<file path="src/rtl/mul_pkg.sv">
// Shared sizing for the multiplier and its downstream accumulator stage.
// Both blocks derive their widths from the same defaults and functions.
package mul_pkg;

   localparam int C_W_DEF   = 7;
   localparam int ACC_N_DEF = 8;

   // Sum width that holds ACC_N full-scale products without overflow.
   function automatic int calc_s_w(input int c_w, input int acc_n);
      return c_w + $clog2(acc_n);
   endfunction

   // Counter width that can represent ACC_N itself (used as dout_num).
   function automatic int calc_cnt_w(input int acc_n);
      return $clog2(acc_n + 1);
   endfunction

endpackage

</file>
<file path="src/rtl/prod_accum_out_slice.sv">
// Single-entry valid/ready output register with same-cycle refill, so a
// consumer taking the held word never costs a bubble.
module out_slice
#(
   parameter int W = 14
)(
   input  logic         clk,
   input  logic         rst_n,
   input  logic         i_vld,
   input  logic [W-1:0] i_data,
   output logic         o_rdy,
   output logic         o_vld,
   output logic [W-1:0] o_data,
   input  logic         i_rdy
);

   logic         r_vld;
   logic [W-1:0] r_data;
   logic         w_load;

   assign o_rdy  = !r_vld | i_rdy;
   assign w_load = i_vld & o_rdy;
   assign o_vld  = r_vld;
   assign o_data = r_data;

   always_ff @(posedge clk or negedge rst_n) begin
      if (!rst_n) begin
         r_vld  <= 1'b0;
         r_data <= '0;
      end else begin
         r_vld <= w_load | (r_vld & !i_rdy);
         if (w_load) begin
            r_data <= i_data;
         end
      end
   end

endmodule

</file>
<file path="src/rtl/prod_accum.sv">
// Sums ACC_N consecutive multiplier products (or fewer, on flush) and hands
// each group sum plus its sample count to a valid/ready consumer.
module prod_accum
   import mul_pkg::*;
#(
   parameter  int C_W   = C_W_DEF,
   parameter  int ACC_N = ACC_N_DEF,
   localparam int CNT_W = calc_cnt_w(ACC_N),
   localparam int S_W   = calc_s_w(C_W, ACC_N)
)(
   input  logic             clk,
   input  logic             rst_n,
   input  logic [C_W-1:0]   din,
   input  logic             din_vld,
   output logic             din_rdy,
   input  logic             flush,
   output logic [S_W-1:0]   dout,
   output logic [CNT_W-1:0] dout_num,
   output logic             dout_vld,
   input  logic             dout_rdy
);

   localparam logic [CNT_W-1:0] CNT_FULL = CNT_W'(ACC_N);
   localparam logic [CNT_W-1:0] CNT_ONE  = CNT_W'(1);

   logic [S_W-1:0]       r_acc;
   logic [CNT_W-1:0]     r_cnt;
   logic                 w_slice_rdy;
   logic                 w_accept;
   logic                 w_close;
   logic [S_W-1:0]       w_sum;
   logic [CNT_W-1:0]     w_num;
   logic [S_W+CNT_W-1:0] w_out_data;

   assign din_rdy  = w_slice_rdy;
   assign w_accept = din_vld & w_slice_rdy;

   // Sum and count as they stand after this cycle's beat, if any.
   assign w_sum = w_accept ? r_acc + S_W'(din) : r_acc;
   assign w_num = w_accept ? r_cnt + CNT_ONE : r_cnt;

   // A flush is only honoured while the output slot can take the result.
   assign w_close = (w_accept && (w_num == CNT_FULL)) ||
                    (flush && w_slice_rdy && ((r_cnt != '0) || w_accept));

   always_ff @(posedge clk or negedge rst_n) begin
      if (!rst_n) begin
         r_acc <= '0;
         r_cnt <= '0;
      end else if (w_close) begin
         r_acc <= '0;
         r_cnt <= '0;
      end else if (w_accept) begin
         r_acc <= w_sum;
         r_cnt <= w_num;
      end
   end

   out_slice #(
      .W (S_W + CNT_W)
   ) u_out_slice (
      .clk    (clk),
      .rst_n  (rst_n),
      .i_vld  (w_close),
      .i_data ({w_sum, w_num}),
      .o_rdy  (w_slice_rdy),
      .o_vld  (dout_vld),
      .o_data (w_out_data),
      .i_rdy  (dout_rdy)
   );

   assign {dout, dout_num} = w_out_data;

endmodule

</file>
<file path="config.mk">
export PLATFORM = sky130hd
export DESIGN_NAME = prod_accum
export DESIGN_NICKNAME = d
export VERILOG_FILES = /design/src/rtl/mul_pkg.sv /design/src/rtl/prod_accum_out_slice.sv /design/src/rtl/prod_accum.sv
export SDC_FILE = /design/constraint.sdc
export NUM_CORES = 1
export LEC_CHECK = 0
export CORE_MARGIN = 10
export CORE_UTILIZATION = 51
export CTS_CLUSTER_DIAMETER = 80
export DETAILED_ROUTE_END_ITERATION = 8
export HOLD_SLACK_MARGIN = 0.08
export PLACE_DENSITY = 0.86
export SLEW_MARGIN = 20
export SYNTH_ARGS = -nofsm -noshare
export SYNTH_HDL_FRONTEND = slang
export SYNTH_HIERARCHICAL = 1
export SYNTH_SLANG_ARGS = --single-unit
</file>
<file path="constraint.sdc">
create_clock -name clk -period 2.5 [get_ports clk]
set_input_delay 0.75 -clock clk [delete_from_list [all_inputs] [get_ports clk]]
set_output_delay 0.75 -clock clk [all_outputs]
set_load 0.05 [all_outputs]
</file>
==> impl_metrics.csv <==
group,metric,value,unit
timing,max_slew_margin,65.7,%
outcome,status,"finished with violations",
global_routing,grtUsageTotal,13.5,%
hold_path,hold_class,"reg -> reg",
detailed_routing,vias,1353,
yosys,synth_top_family_by_area,"simple AND/OR/NAND/NOR gates",
die,start_util,53.7,%
yosys,yosys.area_share.simple,15.2,%
die,die_h,76.9,um
global_routing,antenna_found_initial,0,
detailed_routing,postRouteAntennaNets,0,
timing,fin_ws,-24.2,ps
timing,min_period,2520,ps
detailed_routing,drt-pass1-iter-count,4,
final_layout,mostFrequentLayoutCell,"buf_4",
final_layout,nets,227,
yosys,synth_xor_area_share,4.16,%
final_layout,drive_above_1_share,34.5,%
clocking,insertion_delay,320,ps
timing,slew_violations,0,
setup_path,cp_max_fo,4,
yosys,synth_cell_types,42,
clocking,path_clk_slew,90,ps
final_layout,final_cell_mix,"30 x buf_4, 29 x dfrtp_1, 22 x clkdlybuf4s50_1",
global_routing,overflow,0,
power_and_ir_drop,total_power,2.87,mW
place,numPortBuffers,27,
clocking,cts_tree,"done",
clocking,cts_root_buf,"clkbuf_4",
timing,period_share,101,%
detailed_routing,viasPerCell,5.41,
yosys,synth_compound_area_share,12.9,%
detailed_routing,drc,0,
setup_path,end_kind,"flop",
yosys,ys_warn_count,6,
clocking,cts_made_buffers,5,
global_routing,grt_pass1_vias,1469,
timing,finalHoldViolations,0,
setup_path,critical_path_required,2710,ps
die,core-area,0.00308,mm2
yosys,syn_inst,143,
timing,max_freq,0.396,GHz
power_and_ir_drop,leakagePower,1.14,nW
timing,setup_viol,1,
detailed_routing,drt-total-wl,4230,um
place,dp_hpwl,2930,um
setup_path,crit_path_start_kind,"input pin",
yosys,post_synth_instance_area,0.00165,mm2
power_and_ir_drop,irDropWorstVdd,0.000669,V
yosys,async_reset_ff_share,100,%
yosys,synth.area.mux_share,12.4,%
yosys,syn_area_per_cell,11.6,um2
place,gp_congestion,0.830,
detailed_routing,drt_iter0_drc,85,
global_routing,grt_max_degree,30,
yosys,ys_seq_area_share,43.9,%
die,rows,20,
yosys,syn_nets,165,
yosys,synthAdderAreaFrac,8.02,%
die,dieArea,0.00592,mm2
clocking,htreeDepth,2,
yosys,synth-edff-count,0,
setup_path,path_class,"in -> reg",
clocking,clock_sink_count,29,
die,die_w,76.9,um
clocking,clk_path_buf_depth,2,
yosys,ys_ff_latch,29,
setup_path,rrSetupSlack,230,ps
final_layout,n_antenna_cell,0,
flow_run,drv_cap,0,
power_and_ir_drop,powerDensity,1240,mW/mm2
timing,worstMarginPinSlew,513,ps
final_layout,syn_to_final_growth,40.5,%
final_layout,finish.utilization,75.4,%
die,ioPinCount,28,
outcome,violations,"negative setup slack",
yosys,synthFlopType,"dfrtp_1",
global_routing,grt_pass1_wl,6590,um
setup_path,cp.arrival,2740,ps
timing,clock_skew,13.0,ps
detailed_routing,drt-wirelength-per-cell,16.9,um
[cells in the mapped netlist, types with 2 or more instances]
master / count / share of area [%]
nor2_1: 7 / 1.6
o31ai_1: 3 / 1.4
nor2b_1: 7 / 2.6
o21ai_0: 5 / 1.5
xor2_1: 2 / 1.1
or3_1: 2 / 0.76
inv_1: 4 / 0.91
dfrtp_1: 29 / 44
nor3_1: 2 / 0.61
xnor2_1: 4 / 2.1
nand3_1: 3 / 0.91
a21o_1: 3 / 1.4
nand2_1: 14 / 3.2
mux2_2: 4 / 2.7
ha_1: 9 / 6.8
mux2_4: 10 / 9.1
a21oi_1: 6 / 1.8
nor4_1: 2 / 0.76
a211oi_1: 4 / 1.8
[metal layers]
| metal | wire length (um) | up-vias | GRT usage [%] |
|---|---|---|---|
| met5 | 0 | - | 0 |
| met4 | 92 | 0 | 6.13 |
| met3 | 257 | 8 | 4.43 |
| met2 | 2230 | 48 | 23.9 |
| met1 | 1650 | 657 | 14.1 |
| li1 | - | 640 | - |
[flip-flops by register name, indices dropped and copies added, names as in the netlist]
register            cells
r_acc                  10
r_cnt                   4
u_out_slice/o_data     14
u_out_slice/o_vld       1
[cell type report]
| class | count | area (um2) |
|---|---|---|
| Clock buffer | 7 | 65.1 |
| Clock inverter | 1 | 5.00 |
| Fill cell | 217 | 756 |
| Inverter | 4 | 15.0 |
| Multi-Input combinational cell | 107 | 945 |
| Sequential cell | 29 | 726 |
| Tap cell | 44 | 55.1 |
| Timing Repair Buffer | 58 | 512 |
[logic make-up (layout without fill, tap and decap cells)]
logic type	after synthesis	count (layout)
and+or+nand+nor	46	47
DFF	29	29
AOI/OAI and AO/OA	28	28
muxes	15	15
adders and majority gates	10	10
buffers and inverters	8	70
xor gates and xnor gates	7	7
[through the flow]
| stage | worst slack, ps | TNS (ps) | area, um2 | cells | hold WS [ps] |
|---|---|---|---|---|---|
| after detailed placement | -580 | -8690 | 2130 | 234 | 499 |
| final | -24.2 | -24.2 | 2320 | 250 | 517 |
| after global placement | -512 | -6470 | 2130 | 234 | 490 |
| after global routing | -28.8 | -33.4 | 2320 | 250 | 539 |
| after floorplan | -114 | -1140 | 1650 | 143 | 454 |
| after CTS | 11.7 | 0 | 2270 | 246 | 521 |
[worst max-delay path, cell delays in order]
cell,delay (ps)
clkdlybuf4s50_1,470
ha_4,220
a211oi_1,290
nor2_2,100
buf_4,140
o31ai_1,360
xnor2_1,140
mux2_4,270
[path summary, 6_finish.rpt]
kind	from	endpoint	cells past startpoint
setup reg to reg	r_acc[0]	u_out_slice/o_data[11]	9
max in group asynchronous	rst_n	r_acc[4]	2
setup / recovery	din[2]	u_out_slice/o_data[11]	8
hold reg to reg	u_out_slice/o_data[7]	u_out_slice/o_data[7]	1
hold / removal	u_out_slice/o_data[7]	u_out_slice/o_data[7]	1
min in group asynchronous	rst_n	u_out_slice/o_data[4]	2
[where the power goes]
part	switching [mW]	internal (mW)
registers	0.129	0.649
clock network	0.162	0.163
logic	0.958	0.810
[repair_timing]
| item | 4_1_cts | 5_1_grt |
|---|---|---|
| endpoints found under the setup margin | 17 | 6 |
| setup buffers | 3 | 4 |
| pin swaps | 10 | 8 |
| hold buffers | 0 | 0 |
| gates resized for setup | 11 | 8 |
| cloned | 1 | 0 |
Power figures use the tool's default switching activity.
